<file path="config.mk">
export PLATFORM = sky130hd
export DESIGN_NAME = firm_loader
export DESIGN_NICKNAME = d
export VERILOG_FILES = /design/src/rtl/firm_loader_pkg.sv /design/src/rtl/firm_loader.sv
export SDC_FILE = /design/constraint.sdc
export NUM_CORES = 1
export LEC_CHECK = 0
export CAP_MARGIN = 30
export CELL_PAD_IN_SITES_DETAIL_PLACEMENT = 0
export CELL_PAD_IN_SITES_GLOBAL_PLACEMENT = 2
export CORE_MARGIN = 2
export CORE_UTILIZATION = 24
export CTS_CLUSTER_DIAMETER = 30
export DETAILED_ROUTE_END_ITERATION = 10
export HOLD_SLACK_MARGIN = 0.15
export PLACE_DENSITY = 0.72
export SYNTH_ARGS = -nofsm -noshare
export SYNTH_HDL_FRONTEND = slang
export SYNTH_SLANG_ARGS = --single-unit
export TNS_END_PERCENT = 5
</file>
<file path="constraint.sdc">
create_clock -name clk -period 1.6 [get_ports clk]
set_clock_uncertainty 0.1 [all_clocks]
set_input_delay 0.32 -clock clk [delete_from_list [all_inputs] [get_ports clk]]
set_output_delay 0.32 -clock clk [all_outputs]
set_load 0.05 [all_outputs]
</file>
<file path="src/rtl/firm_loader_pkg.sv">
// Shared definitions for the firmware loader.
//   - state_t   : loader FSM encoding (LOW, HIGH, WRITE, RUN)
//   - HALF_W    : width of one firmware halfword from the SPI bridge
//   - WORD_W    : width of one instruction RAM word
//   - pack_half : replace the low or high halfword of a RAM word
package firm_loader_pkg;

  localparam int HALF_W = 16;
  localparam int WORD_W = 32;

  typedef enum logic [1:0] {
    LOW   = 2'd0,
    HIGH  = 2'd1,
    WRITE = 2'd2,
    RUN   = 2'd3
  } state_t;

  // Insert a halfword into the lower (upper=0) or upper (upper=1) half of a word.
  function automatic logic [WORD_W-1:0] pack_half(input logic [WORD_W-1:0] word,
                                                  input logic [HALF_W-1:0] half,
                                                  input logic              upper);
    logic [WORD_W-1:0] res;
    res = word;
    if (upper) begin
      res[WORD_W-1:HALF_W] = half;
    end else begin
      res[HALF_W-1:0] = half;
    end
    return res;
  endfunction

endpackage

</file>
<file path="src/rtl/firm_loader.sv">
// Firmware loader: packs little-endian halfword pairs from the SPI bridge into
// 32-bit words, writes them to incrementing instruction RAM addresses, and
// holds the CPU core in reset until the bridge issues a start request.
//
// Optional feature macro: FIRM_LOADER_CHECKSUM_EN
//   defined   -> checksum is the modulo-2^32 sum of every word accepted by RAM
//   undefined -> checksum is tied to zero
//
// Ports:
//   clk           in   system clock
//   reset         in   asynchronous active-low reset
//   firm_wr       in   halfword request (held until acked)
//   firm_data     in   firmware halfword
//   firm_ack      out  one-cycle capture acknowledge
//   cpu_start     in   start request (held until acked)
//   cpu_start_ack out  one-cycle start acknowledge
//   mem_wr_en     out  RAM write valid
//   mem_addr      out  RAM word address
//   mem_wr_data   out  RAM write data
//   mem_wr_ready  in   RAM accepts write when high together with mem_wr_en
//   cpu_reset     out  active-high CPU core hold
//   load_count    out  words written since reset
//   load_err      out  sticky: data dropped (overflow or after start)
//   checksum      out  running sum of accepted words (feature build only)
module firm_loader
  import firm_loader_pkg::*;
#(
  parameter int unsigned             ADDR_WIDTH = 14,
  parameter logic [ADDR_WIDTH-1:0]   BASE_ADDR  = {ADDR_WIDTH{1'b0}}
) (
  input  logic                  clk,
  input  logic                  reset,
  input  logic                  firm_wr,
  input  logic [HALF_W-1:0]     firm_data,
  output logic                  firm_ack,
  input  logic                  cpu_start,
  output logic                  cpu_start_ack,
  output logic                  mem_wr_en,
  output logic [ADDR_WIDTH-1:0] mem_addr,
  output logic [WORD_W-1:0]     mem_wr_data,
  input  logic                  mem_wr_ready,
  output logic                  cpu_reset,
  output logic [ADDR_WIDTH:0]   load_count,
  output logic                  load_err,
  output logic [WORD_W-1:0]     checksum
);

  localparam logic [ADDR_WIDTH-1:0] ADDR_ONE  = {{(ADDR_WIDTH-1){1'b0}}, 1'b1};
  localparam logic [ADDR_WIDTH:0]   COUNT_ONE = {{ADDR_WIDTH{1'b0}}, 1'b1};

  state_t                  state_r,     state_s;
  logic                    firm_ack_r,  firm_ack_s;
  logic                    start_ack_r, start_ack_s;
  logic                    wr_en_r,     wr_en_s;
  logic [ADDR_WIDTH-1:0]   addr_r,      addr_s;
  logic [WORD_W-1:0]       data_r,      data_s;
  logic                    cpu_rst_r,   cpu_rst_s;
  logic [ADDR_WIDTH:0]     count_r,     count_s;
  logic                    err_r,       err_s;
  logic                    capture_s;
  logic                    start_req_s;
  logic                    overflow_s;
`ifdef FIRM_LOADER_CHECKSUM_EN
  logic [WORD_W-1:0]       sum_r,       sum_s;
`endif

  // A request is new only while its acknowledge is low; the bridge keeps the
  // request high during the ack cycle and that cycle must not recapture.
  assign capture_s   = firm_wr & ~firm_ack_r;
  assign start_req_s = cpu_start & ~start_ack_r;
  // RAM is full once every word address has been written exactly once.
  assign overflow_s  = count_r[ADDR_WIDTH];

  // Next-state and next-output logic of the packer / write-port FSM.
  always_comb begin
    state_s     = state_r;
    firm_ack_s  = 1'b0;
    start_ack_s = 1'b0;
    wr_en_s     = wr_en_r;
    addr_s      = addr_r;
    data_s      = data_r;
    cpu_rst_s   = cpu_rst_r;
    count_s     = count_r;
    err_s       = err_r;
`ifdef FIRM_LOADER_CHECKSUM_EN
    sum_s       = sum_r;
`endif
    case (state_r)
      LOW: begin
        // A pending halfword wins over a simultaneous start request.
        if (capture_s) begin
          data_s     = pack_half(data_r, firm_data, 1'b0);
          firm_ack_s = 1'b1;
          state_s    = HIGH;
        end else if (start_req_s) begin
          cpu_rst_s   = 1'b0;
          start_ack_s = 1'b1;
          state_s     = RUN;
        end else begin
          state_s = LOW;
        end
      end
      HIGH: begin
        if (capture_s || start_req_s) begin
          // A start with an odd halfword count flushes the partial word
          // with a zero upper half; start is then taken from LOW.
          if (capture_s) begin
            data_s     = pack_half(data_r, firm_data, 1'b1);
            firm_ack_s = 1'b1;
          end else begin
            data_s = pack_half(data_r, 16'h0000, 1'b1);
          end
          if (overflow_s) begin
            err_s   = 1'b1;
            state_s = LOW;
          end else begin
            wr_en_s = 1'b1;
            state_s = WRITE;
          end
        end else begin
          state_s = HIGH;
        end
      end
      WRITE: begin
        if (mem_wr_ready) begin
          wr_en_s = 1'b0;
          addr_s  = addr_r + ADDR_ONE;
          count_s = count_r + COUNT_ONE;
          state_s = LOW;
`ifdef FIRM_LOADER_CHECKSUM_EN
          sum_s   = sum_r + data_r;
`endif
        end else begin
          state_s = WRITE;
        end
      end
      RUN: begin
        // Late firmware is acknowledged so the bridge never stalls, but dropped.
        if (capture_s) begin
          firm_ack_s = 1'b1;
          err_s      = 1'b1;
        end else begin
          firm_ack_s = 1'b0;
        end
        if (start_req_s) begin
          start_ack_s = 1'b1;
        end else begin
          start_ack_s = 1'b0;
        end
        cpu_rst_s = 1'b0;
        state_s   = RUN;
      end
      default: begin
        wr_en_s = 1'b0;
        state_s = LOW;
      end
    endcase
  end

  // FSM state and registered outputs.
  always_ff @(posedge clk or negedge reset) begin
    if (!reset) begin
      state_r     <= LOW;
      firm_ack_r  <= 1'b0;
      start_ack_r <= 1'b0;
      wr_en_r     <= 1'b0;
      addr_r      <= BASE_ADDR;
      data_r      <= 32'h0000_0000;
      cpu_rst_r   <= 1'b1;
      count_r     <= {(ADDR_WIDTH+1){1'b0}};
      err_r       <= 1'b0;
    end else begin
      state_r     <= state_s;
      firm_ack_r  <= firm_ack_s;
      start_ack_r <= start_ack_s;
      wr_en_r     <= wr_en_s;
      addr_r      <= addr_s;
      data_r      <= data_s;
      cpu_rst_r   <= cpu_rst_s;
      count_r     <= count_s;
      err_r       <= err_s;
    end
  end

`ifdef FIRM_LOADER_CHECKSUM_EN
  // Running sum of accepted words; only changes on an accepting RAM edge.
  always_ff @(posedge clk or negedge reset) begin
    if (!reset) begin
      sum_r <= 32'h0000_0000;
    end else begin
      sum_r <= sum_s;
    end
  end
  assign checksum = sum_r;
`else
  assign checksum = 32'h0000_0000;
`endif

  assign firm_ack      = firm_ack_r;
  assign cpu_start_ack = start_ack_r;
  assign mem_wr_en     = wr_en_r;
  assign mem_addr      = addr_r;
  assign mem_wr_data   = data_r;
  assign cpu_reset     = cpu_rst_r;
  assign load_count    = count_r;
  assign load_err      = err_r;

endmodule

</file>
* Yosys cells after proc, flatten, opt, wreduce, memory -nomap -nowiden *
Index checks and enable logic that the tools add are counted.

storage, ports and cells
  input bits = 21
  word-level logic and storage cells = 67
  bits in registers = 68

operators by class
  muxes and demuxes = 27
  bitwise logic cells = 6
  reduce and logical (&&, ||, !) cells = 12
  add/sub/neg operators = 2
  eq/ne operators = 10

operators by type and width
  kind                                                                    count
  32-bit 2-to-1 mux                                                       2
  32-bit one-hot mux with 2 select lines                                  1
  16-bit 2-to-1 mux                                                       1
  15-bit by 1-bit adder with 15-bit output (second input constant)        1
  14-bit by 1-bit adder with 14-bit output (second input constant)        1
  2-bit != test (second input constant)                                   7
  1-bit 2-to-1 mux                                                        12
  2-bit 2-to-1 mux                                                        5
  1-bit one-hot mux with 2 select lines                                   5
  3-bit AND reduction                                                     3
  2-bit one-hot mux with 4 select lines                                   1
  4-bit AND reduction                                                     2
  2-bit nonzero test                                                      3
  2-bit equality test (second input constant)                             2
  1-bit NOT                                                               4
  1-bit AND                                                               2
  2-bit by 1-bit equality test with 1-bit output (second input constant)  1
  2-bit logical NOT                                                       1
  2-bit AND reduction                                                     1
  2-bit OR reduction                                                      1
  1-bit logical OR                                                        1

* Depth between registers and ports, before layout *
Gate-level depths: netlist (run 1).

  depth after elaboration = 5
  gate-level depth with buffers = 8
  gate-level depth less buffers = 6

* Worst setup path after synthesis (run 1) *
Ideal clock, no wire load.

  kind = reg-to-reg
  from = register count_r[3], in the netlist load_count[3]
  to = register count_r[13], in the netlist load_count[13]
  arrival time = 1.555 ns
  period minus slack after synthesis = 1.796 ns
  required time = 1.359 ns
  buffers on the path = 0
  stages on the path, launching flop included = 5
  path slack = -0.196 ns
  path through = dfrtp_1 nand4_1 nor3_2 nand4_1 xnor2_1

on the way
  longest elaborated chain between the ends = 1

ends and longest elaborated chain
  element                                   RTL line            source
  start: declaration                        firm_loader.sv:58   logic [ADDR_WIDTH:0] count_r, count_s;
  start signal: assignment                  firm_loader.sv:170  count_r <= {(ADDR_WIDTH+1){1'b0}};
  start signal: assignment                  firm_loader.sv:180  count_r <= count_s;
  15-bit by 1-bit adder with 15-bit output  firm_loader.sv:128  count_s = count_r + COUNT_ONE;

No other way between the ends.
A chain may end at the register's enable or synchronous reset.

* Worst setup path in the final report (run 1) *
  from = register state_r[0]
  to = register count_r[9], in the netlist load_count[9]

on the way
  longest elaborated chain between the ends = 2

ends and longest elaborated chain
  element                        RTL line            source
  start: declaration             firm_loader.sv:51   state_t state_r, state_s;
  start signal: assignment       firm_loader.sv:173  state_r <= state_s;
  2-bit equality test            firm_loader.sv:88   case (state_r)
  2-bit AND reduction (no line)  -

No other way between the ends.

==> results by group, run 1 <==
Run status
  • Status: finished clean

CTS
  • H-tree Lvls: 3
  • CTS buffer count: 9
  • TritonCTS clock tree: built
  • Clock Root Buffer: clkbuf_16
  • Clock Path Buffers: 2
  • Clock latency at the later pin of the worst-skew pair: 0.32 ns
  • Worst-path clk slew: 0.06 ns
  • CTS Sinks: 68

Pwr
  • Worst VDD drop: 1.022 mV
  • Cell Pwr Density: 1970 mW/mm2
  • Total power: 10.69 mW
  • Static Leak: 2.492 nW

Route
  • Post-route DRC: 0
  • Post-detailed-route wirelength per cell: 12.83 um
  • Via count: 2407
  • DR vias/cell: 4.087
  • Iteration-0 DRC Markers: 114
  • First drt pass iteration count: 4
  • WL final: 7559 um
  • Routed Antenna Nets: 0

Final layout
  • Number of nets in the layout: 439
  • N_diodes: 0
  • Final instance area: 0.005424 mm2
  • Area delta synth->final: 71.96%
  • Core Util, Final: 42.63%
  • Fraction of layout instances using a drive strength above 1: 33.33%

Yosys
  • Synthesized area: 0.003154 mm2
  • Synthesized area per cell: 10.84 um2
  • Post-synth top flop: dfrtp_1
  • Gate count of the mapped netlist: 291
  • Count leader, synth: dfrtp_1
  • Post-synthesis sequential area ratio: 53.99%
  • Most area-hungry cell type in the Yosys netlist: dfrtp_1
  • Yosys warning total: 0
  • Top cells by area, synth: dfrtp_1 53%, buf_4 7.6%, xnor2_1 5.3%
  • Ys async rst share: 100.0%
  • Number of synthesized flops with an enable pin: 0
  • Synth unique cells: 39
  • Yosys reg bits: 68
  • Yosys top cell area share: 53.15%
  • Commonest cells in the netlist: 67 x dfrtp_1, 35 x nand2_1, 32 x buf_4

Setup path
  • Critical Path RT: 1.74 ns
  • Cell family with most CP delay: simple AND/OR/NAND/NOR gates
  • Worst setup EP type: register
  • CP Buf/Inv Count: 2
  • Crit path cell chain: inv_2 -> ha_4 -> buf_4 -> nand2_4 -> or2_4 -> nor3_4 -> xor2_1
  • FF-to-FF setup slack: 0.04 ns
  • Crit Path Class: register to register
  • FF-to-FF Start: state_r[0]
  • R2R depth: 7
  • Arr. time, crit path: 1.70 ns
  • Maximum fanout along the worst path: 5
  • RR Endpoint: load_count[9]
  • Worst setup SP type: register
  • CP peak stage delay: 0.38 ns
  • CP max stage cell: dfrtp_1

Die
  • Starting Density: 24.79%
  • Std cell rows: 41
  • Total Die Area: 0.01408 mm2
  • Core area: 0.01272 mm2
  • Die Y-Extent: 118.6 um
  • I/O pin count: 119
  • Die X: 118.6 um

STA
  • Fmax: 640.6 MHz
  • Tcrit/Tclk final: 97.56%
  • RSZ-0062 raised after global routing: true
  • Final setup viols: 0
  • Final Hold Viols: 0
  • Max Slew Vio Count: 0
  • Crit path time final: 1.561 ns
  • Worst setup margin: 0.03906 ns

Worst hold path
  • Hold Startpoint: cpu_reset
  • Worst Hold Depth: 1
  • Hold Crit Class: register to register
  • Hold EP: cpu_reset

Global route
  • Vias in the first global route: 2478
  • Total global routing overflow: 0
  • First-pass GRT wire length: 12870 um
  • GRT Overall Usage: 11.31%
  • Largest net degree at the start of global routing: 69
  • Antenna violations before repair: 0

Placed design
  • Post-Place Cell Area: 0.005002 mm2
  • Gpl congestion: 0.7424
  • Hpwl dp: 5475 um
  • Port Buf Inserts: 86
  • Worst slack, placed: -0.3550 ns

Flow run
  • Max-capacitance violation count: 0
stage by stage:
stage / instances / hold WS [ns] / setup TNS [ns]
after detailed placement: 569 / 0.2819 / -8.837
after floorplan: 322 / -0.07559 / -1.833
after global routing: 589 / 0.4271 / -0.06350
after CTS: 587 / 0.4170 / -0.04156
final: 589 / 0.4141 / 0
after global placement: 569 / 0.2713 / -8.370
power breakdown:
group	leakage [nW]	internal [mW]	total, mW	switching, mW
clock	0.150	1.34	2.04	0.702
combinational	1.46	2.82	5.85	3.03
sequential	0.877	2.24	2.80	0.561
layout by cell type (no fill, tap or decap), types with 16 or more instances in the layout:
cell | Yosys | routed
o21ai_0 | 17 | 17
clkdlybuf4s50_1 | 0 | 19
dfrtp_1 | 67 | 61
buf_4 | 32 | 29
nand2_1 | 35 | 35
nand2b_1 | 18 | 18
xnor2_1 | 19 | 19
a22o_1 | 16 | 16
buf_12 | 0 | 70
conb_1 | 1 | 32
layout make-up:
cell class | instances | area, um2
clock buffer | 15 | 277.8
clock inverter | 1 | 30.03
fill | 1212 | 7298
inverter | 5 | 18.77
multi-input combinational | 207 | 1336
sequential | 68 | 1710
tap | 172 | 215.2
timing repair buffer | 121 | 1836
worst max path at each step:
stage	from	end	cells past startpoint
after floorplan	firm_ack	mem_wr_data[21]	5
after global placement	mem_wr_ready	mem_addr[8]	7
after detailed placement	mem_wr_ready	mem_addr[13]	6
after CTS	state_r[0]	load_count[9]	7
after global routing	state_r[0]	mem_addr[11]	7
final	state_r[0]	load_count[9]	7
flip-flops by register name, summed over array words and instances, names as in the netlist:
signal	count
load_count	15
cpu_start_ack	1
state_r	2
firm_ack	1
load_err	1
mem_wr_en	1
cpu_reset	1
mem_wr_data	32
mem_addr	14
kinds of logic after synthesis:
group,share of synthesized area (%)
xor gates and xnor gates,7.497
buffers and inverters,9.797
DFF,53.99
AOI/OAI and AO/OA,9.123
adders and majority gates,2.380
other,0.1189
and+or+nand+nor,17.10
per-layer routing:
metal	up-vias	GRT usage [%]	part of all wire [%]
met5	-	0	0
met4	0	3.795	1.3
met3	7	3.185	5.5
met2	76	18.03	49
met1	1169	14.71	45
li1	1155	-	-
repair_timing:
action / in CTS / in global routing
hold endpoints to repair: 67 / 0
gates resized for setup: 7 / 13
buffers inserted: 1 / 3
gates cloned: 0 / 0
setup endpoints to repair: 13 / 50
pin swaps: 6 / 2
hold buffers: 1 / 0
(Power assumes the default switching activity.)
==> run 2, diff against run 1 <==
- CELL_PAD_IN_SITES_DETAIL_PLACEMENT: 0 -> unset
- CELL_PAD_IN_SITES_GLOBAL_PLACEMENT: 2 -> unset
- CORE_MARGIN: 2 -> unset
- CORE_UTILIZATION: 24 -> 44
- PLACE_DENSITY: 0.72 -> 0.76
- clock period: 1.6 -> 1.5 ns (I/O delays scaled with it)
==> run 2 against run 1 <==
  * The flow now finishes with violations (setup timing)
  * Critical path depth down 2
  * Worst setup slack worse by 0.049 ns
  * First-iteration DRC count is 7.9% lower
  * Final cell count down 13%
  * Power rose by 5.6%
  * Design area down 2.2%
  * Non-clock buffer count up 2
  * Worst hold slack worse by 0.0075 ns
  * Utilization increased by 35 points
  * Largest cell class unchanged
==> results by group, run 2 (synthesized netlist as in run 1, its figures left out) <==
CTS
  • Clock Root Buffer: clkbuf_8
  • TritonCTS clock tree: built
  • Worst-path clk slew: 0.07 ns
  • CTS buffer count: 9
  • Clock latency at the later pin of the worst-skew pair: 0.34 ns
  • CTS Sinks: 68
  • H-tree Lvls: 3
  • Clock Path Buffers: 2

Setup path
  • Worst setup EP type: register
  • Maximum fanout along the worst path: 11
  • Critical Path Source: state_r[1]
  • Cell family with most CP delay: flip-flops
  • FF-to-FF Start: state_r[1]
  • CP peak stage delay: 0.44 ns
  • Arr. time, crit path: 1.64 ns
  • Critical Path RT: 1.63 ns
  • Crit Path Class: register to register
  • FF-to-FF setup slack: -0.01 ns
  • Crit path cell chain: inv_1 -> ha_4 -> o21ai_2 -> buf_12 -> a22o_1
  • R2R depth: 5
  • CP max stage cell: dfrtp_1
  • RR Endpoint: mem_wr_data[25]
  • CP Buf/Inv Count: 2
  • CP Capture Point: mem_wr_data[25]
  • Worst setup SP type: register
  • Critical Path Stages: 5

Final layout
  • Number of flip-flops in the largest register: 32
  • N_diodes: 0
  • Most common cell after layout, fill and taps aside: buf_12
  • Core Util, Final: 77.19%
  • Most frequent cells in the layout: 69 x buf_12, 58 x dfrtp_1, 35 x nand2_1
  • Fraction of layout instances using a drive strength above 1: 34.84%
  • Number of nets in the layout: 441
  • Area delta synth->final: 68.11%
  • Non-filler cells, final: 515
  • Final instance area: 0.005303 mm2
  • Layout fillers: 424

Worst hold path
  • Hold Crit Class: input port to async pin

Die
  • I/O pin count: 119
  • Die Y-Extent: 86.67 um
  • Starting Density: 45.92%
  • Die X: 86.67 um
  • Total Die Area: 0.007512 mm2
  • Core area: 0.006869 mm2
  • Std cell rows: 30

Route
  • WL final: 7861 um
  • Via count: 2453
  • Post-detailed-route wirelength per cell: 15.26 um
  • DR vias/cell: 4.763
  • Routed Antenna Nets: 0
  • Iteration-0 DRC Markers: 105
  • Post-route DRC: 0
  • First drt pass iteration count: 4

STA
  • Crit path time final: 1.510 ns
  • Final Hold Viols: 0
  • Worst setup margin: -0.009521 ns
  • Final setup viols: 6
  • Setup TNS: -0.03075 ns
  • RSZ-0062 raised after global routing: true
  • Max Slew Vio Count: 0
  • Tcrit/Tclk final: 100.6%
  • Fmax: 662.5 MHz

Run status
  • Status: finished with violations
  • Failing checks: setup timing

Placed design
  • Hpwl dp: 5914 um
  • Gpl congestion: 0.7846
  • Placed Cells: 498
  • Port Buf Inserts: 86
  • Post-Place Cell Area: 0.004956 mm2
  • Worst slack, placed: -0.4121 ns

Pwr
  • Static Leak: 2.493 nW
  • Cell Pwr Density: 2129 mW/mm2
  • Worst VDD drop: 1.136 mV

Global route
  • Antenna violations before repair: 0
  • First-pass GRT wire length: 12950 um
  • GRT Overall Usage: 23.22%
  • Vias in the first global route: 2540
  • Total global routing overflow: 0
  • Largest net degree at the start of global routing: 69

Flow run
  • Max-capacitance violation count: 0
-- run 2: cell types whose count changed in the layout (fill, tap and decap cells not counted), moves of 4 or more --
cell,delta
o21ai_0,-4
o21ai_1,+4
clkbuf_16,-9
clkbuf_8,+6
-- run 2: worst min-delay path by stage --
stage	start	endpoint	cells after the start
final	reset	mem_wr_data[15]	3
after global placement	reset	mem_wr_data[20]	2
after detailed placement	reset	mem_wr_data[15]	2
after floorplan	reset	cpu_start_ack	0
after CTS	cpu_reset	cpu_reset	1
after global routing	cpu_reset	cpu_reset	1
-- run 2: layout make-up --
class,count,area (um2),share of cell area (%)
clock buffer,9,123.9,2.336
tap,96,120.1,2.265
sequential,68,1714,32.33
timing repair buffer,123,1846,34.80
multi-input combinational,207,1341,25.29
inverter,5,18.77,0.3539
clock inverter,7,138.9,2.619
-- run 2: metrics by stage --
step	hold WS (ns)	power [mW]
floorplan	-0.09559	5.962
finish	0.4067	11.29
global route	0.4338	11.79
global placement	0.2428	9.027
detailed placement	0.2472	9.222
CTS	0.4109	11.30
-- run 2: worst min-delay path: stages --
cell	delay, ns
dlygate4sd3_1	0.52
buf_2	0.12
buf_12	0.31
-- run 2: repair_timing --
item / in CTS / in global routing
setup buffers: 0 / 0
hold endpoints to repair: 67 / 0
setup endpoints to repair: 36 / 53
pin swaps: 6 / 4
hold buffers: 1 / 0
resized for setup: 11 / 11
gates cloned: 0 / 0
-- run 2: metal layers --
layer	vias up	part of all wire, %	routed length, um	GRT usage [%]
li1	1157	-	-	-
met1	1208	42	3267	28.29
met2	79	53	4173	40.62
met3	9	3.5	277	4.286
met4	0	1.8	144	9.545
met5	-	0	0	0
-- run 2: report_power, final --
part | switching, mW | internal (mW) | leakage, nW
Sequential | 0.600 | 2.39 | 0.873
Combinational | 3.32 | 3.01 | 1.49
Clock | 0.703 | 1.27 | 0.133
==> run 3, diff against run 2 <==
- GPL_ROUTABILITY_DRIVEN: unset -> 0
- PLACE_DENSITY: 0.76 -> unset
- PLACE_DENSITY_LB_ADDON: unset -> 0.1
==> run 3 against run 2 <==
  * The run still ends with setup timing left
  * Register-to-register slack is essentially flat
  * Critical path depth unchanged
  * Power decreased by 2.2%
  * Global-route usage is 2.3 points lower
  * Sequential share of layout area barely moved
  * Largest cell class unchanged
  * Largest power group unchanged
  * Highest routed layer unchanged
==> results by group, run 3 (synthesized netlist as in run 1, its figures left out) <==
Run status
  • Status: finished with violations
  • Failing checks: setup timing

Setup path
  • Maximum fanout along the worst path: 4
  • FF-to-FF setup slack: -0.02 ns
  • Worst setup SP type: register
  • Critical Path RT: 1.66 ns
  • FF-to-FF Start: mem_addr[0]
  • Worst setup EP type: register
  • Critical Path Source: mem_addr[0]
  • RR Endpoint: mem_addr[8]
  • Crit Path Class: register to register
  • R2R depth: 5
  • CP Capture Point: mem_addr[8]
  • Arr. time, crit path: 1.68 ns

CTS
  • Clock Root Buffer: clkbuf_8
  • Post-CTS Setup Bufs: 0
  • Clock Path Buffers: 2
  • CTS buffer count: 9
  • TritonCTS clock tree: built
  • Clock latency at the later pin of the worst-skew pair: 0.34 ns
  • CTS Sinks: 68
  • Worst-path clk slew: 0.07 ns
  • H-tree Lvls: 3

Final layout
  • Most frequent cells in the layout: 69 x buf_12, 58 x dfrtp_1, 35 x nand2_1
  • N_diodes: 0
  • Area delta synth->final: 68.19%
  • Layout fillers: 457
  • Number of nets in the layout: 440
  • Number of flip-flops in the largest register: 32
  • Fraction of layout instances using a drive strength above 1: 35.65%
  • Core Util, Final: 77.23%
  • Non-filler cells, final: 514
  • Most common cell after layout, fill and taps aside: buf_12

Route
  • Routed Antenna Nets: 0
  • DR vias/cell: 4.768
  • Via count: 2451
  • Post-detailed-route wirelength per cell: 13.97 um
  • WL final: 7181 um
  • Iteration-0 DRC Markers: 70
  • Post-route DRC: 0
  • First drt pass iteration count: 6

Global route
  • M2 GR Usage: 36.15%
  • Largest net degree at the start of global routing: 69
  • Total global routing overflow: 0
  • Antenna violations before repair: 0
  • Top Usage Layer GRT: met2
  • First-pass GRT wire length: 11740 um
  • Vias in the first global route: 2385
  • Met3 usage: 5.905%
  • GRT Overall Usage: 20.91%
  • Grt met1 use: 24.92%

Worst hold path
  • Hold Crit Class: input port to async pin

Placed design
  • Hpwl dp: 5269 um
  • Port Buf Inserts: 86
  • Worst slack, placed: -0.3557 ns
  • Placed Cells: 497

STA
  • Final setup viols: 1
  • RSZ-0062 raised after global routing: true
  • Max Slew Vio Count: 0
  • Tcrit/Tclk final: 101.0%
  • Worst setup margin: -0.01502 ns
  • Final Hold Viols: 0
  • Crit path time final: 1.515 ns
  • Fmax: 660.1 MHz

Die
  • I/O pin count: 119
  • Std cell rows: 30
  • Starting Density: 45.92%
  • Total Die Area: 0.007512 mm2
  • Die Y-Extent: 86.67 um
  • Core area: 0.006869 mm2
  • Die X: 86.67 um

Pwr
  • Worst VDD drop: 1.060 mV
  • Static Leak: 2.465 nW
  • Cell Pwr Density: 2082 mW/mm2
  • Total power: 11.05 mW

Flow run
  • Max-capacitance violation count: 0
==> run 3: cell count changes in the layout (fill, tap and decap cells not counted), moves of 3 or more <==
cell     before  now
o21ai_0      13   17
o21ai_1       4    0
buf_6         3    6
buf_4        30   26
==> run 3: through the flow <==
| step | cell area, um2 | hold WS (ns) | TNS (ns) |
|---|---|---|---|
| after floorplan | 3302 | -0.09559 | -2.656 |
| after global placement | 4949 | 0.2458 | -10.63 |
| after detailed placement | 4949 | 0.2472 | -13.52 |
| after CTS | 5256 | 0.4106 | -0.03209 |
| after global routing | 5305 | 0.4290 | -0.7699 |
| final | 5305 | 0.4005 | -0.01502 |
==> run 3: worst min-delay path by stage <==
stage | from | end | cells past startpoint
floorplan | reset | cpu_start_ack | 0
global placement | reset | mem_wr_data[19] | 2
detailed placement | reset | mem_wr_data[19] | 2
CTS | reset | mem_wr_data[4] | 3
global route | reset | mem_wr_data[3] | 3
finish | reset | mem_wr_data[3] | 3
==> run 3: what timing repair did <==
item,CTS,global route
gates resized for setup,13,11
pin swaps,4,3
endpoints found under the setup margin,51,55
hold buffers,1,0
cloned,0,0
endpoints found under the hold margin,67,0
==> run 3: area by class of cell <==
cell class	instances	area (um2)	area share, %
multi-input cells	207	1354	25.52
clock buffers	10	137.6	2.594
repair buffers	122	1849	34.86
clock inverters	6	111.4	2.099
inverters	5	18.77	0.3538
well taps	96	120.1	2.264
flip-flops and latches	68	1714	32.31
==> run 3: report_power, final <==
group	leakage, nW	switching (mW)	internal (mW)
logic	1.47	3.24	3.00
clock network	0.122	0.677	1.15
registers	0.873	0.598	2.39
total	2.46	4.51	6.54
==> run 3: critical path: stages, from the launching register on <==
cell	delay (ns)
dfrtp_2	0.44
ha_4	0.16
nand4_1	0.15
nor2_4	0.18
and4_1	0.24
xor2_1	0.16
==> run 3: routing by layer <==
metal  up-vias  wire length (um)  share of wire (%)
met3         9               318                4.4
met4         0               109                1.5
met1      1201              2973                 41
met2        82              3779                 53
met5         -                 0                  0
li1       1159                 -                  -
==> patch, RTL diff (config.mk and constraints of run 3) <==
The option `FIRM_LOADER_CHECKSUM_EN` is turned on by a define.
--- a/src/rtl/firm_loader.sv
+++ b/src/rtl/firm_loader.sv
@@ -22,6 +22,8 @@
 //   load_count    out  words written since reset
 //   load_err      out  sticky: data dropped (overflow or after start)
 //   checksum      out  running sum of accepted words (feature build only)
+`define FIRM_LOADER_CHECKSUM_EN
+
 module firm_loader
   import firm_loader_pkg::*;
 #(
Formal check against the unedited RTL: not equivalent (a bounded check fails within 4 cycles, from zero or initial values and one cycle with reset low).
==> patch against run 3 <==
The run still ends with setup timing left; sequential cell count up 32; setup slack worse by 1.1 ns; area after synthesis up 85%; design area up 96%; total power up 130%; combinational power rose to 3.0 times the old value; die area up 83%; sequential share of layout area down 7.8 points; utilization up 4.1 points; hold slack worse by 0.027 ns; synthesized cell count up 120%; routed wire length rose to 2.7 times the old value; critical endpoint is now checksum[30]; largest cell class unchanged.
==> patch: results (changes against run 3) <==
status finished with violations; failing checks setup timing; worst vdd ir 1.53 mV (+44%); sequential area share after synthesis 42.8% (-11 points); top cells by count, synth dfrtp_1 (99), nand2_1 (88), o21ai_0 (48); Placement Cell Area 9810 um2 (+98%); mux share of post-synthesis cell area 0.193% (+0.19 points); final worst slack -1.11 ns (-1.09 ns); Setup-failing EPs final 85 (+84); first-pass detailed-route iteration total 5 (-1); xor and xnor area share after synthesis 8.09% (+0.59 points); adder-cell share of the synthesized area 8.47% (+6.1 points); HPWL Detailed 14800 um (+180%); first-pass GRT wire length 31000 um (+160%); root buffer cell clkbuf_16; vias 6106 (+150%); layout net count 1001 (+130%); worst skew pair latency 0.36 ns (+0.02 ns); Unique masters post-synth 59 (+51%); GRT Util Overall 30.1% (+9.2 points); pin count of the biggest net entering global routing 68 (-1.4%); routed len/inst 17.5 um (+25%); layout cell share with drive strength beyond 1 44.6% (+8.9 points); Critical Path AT 2.76 ns (+1.08 ns); Worst R2R Path Depth 10 (+5); synth top area cells dfrtp_1 (42%), ha_1 (8.1%), nand2_1 (5.6%), xnor2_1 (5.2%), o21ai_0 (4.1%)
==> patch: layout make-up <==
type | count | area [um2]
inverters | 14 | 52.6
well taps | 172 | 215
fillers | 737 | 2380
clock inverters | 5 | 38.8
repair buffers | 330 | 3850
clock buffers | 10 | 229
flip-flops and latches | 100 | 2540
multi-input cells | 486 | 3460
==> patch: routing by layer <==
layer | part of all wire [%] | global-route usage, %
met5 | 0 | 0
met4 | 3.5 | 14.3
met3 | 7.1 | 6.02
met2 | 49 | 49.5
met1 | 40 | 38.0
==> patch: logic make-up (layout without fill, tap and decap cells) <==
logic type	Yosys count	count (layout)
AOI/OAI and AO/OA	182	182
xor gates and xnor gates	54	54
adders and majority gates	39	39
buffers and inverters	42	359
DFF	100	100
muxes	1	1
and+or+nand+nor	210	210
==> patch: stage by stage <==
| stage | total power, mW | setup WS (ns) | util (%) | cells |
|---|---|---|---|---|
| 2_1_floorplan | 12.7 | -0.960 | - | 628 |
| 3_3_place_gp | 21.5 | -1.03 | 76.8 | 1095 |
| 3_5_place_dp | 22.0 | -1.06 | 76.8 | 1095 |
| 4_1_cts | 24.8 | -1.10 | 80.7 | 1115 |
| 5_1_grt | 26.5 | -1.16 | 81.4 | 1117 |
| 6_report | 25.2 | -1.11 | 81.4 | 1117 |
==> patch: worst paths after layout <==
check	from	to	slack (ns)
max	mem_wr_data[0]	checksum[30]	-1.11
min	reset	checksum[17]	0.37
max reg2reg	mem_wr_data[0]	checksum[30]	-1.11
min reg2reg	cpu_reset	cpu_reset	0.41
max in group asynchronous	reset	mem_wr_data[15]	0.48
min in group clk	cpu_reset	cpu_reset	0.41
==> patch: report_power, final <==
part           total [mW]  internal [mW]  switching, mW
sequential           4.42           3.67          0.757
clock                2.20           1.13           1.08
combinational        18.6           9.17           9.40
==> patch: what timing repair did <==
action	CTS	global route
cloned	0	0
setup buffers	5	2
setup endpoints to repair	87	103
pin swaps	27	16
endpoints found under the hold margin	99	0
hold buffers	1	0
gates resized for setup	44	28
==> patch: critical path: stages (launching register included) <==
cell      delay, ns
dfrtp_2        0.43
ha_4           0.18
fa_2           0.39
a21oi_4        0.19
o211ai_1       0.18
buf_4          0.21
a21oi_2        0.15
o211ai_1       0.20
a21oi_2        0.22
xor2_1         0.18
o21ai_1        0.08
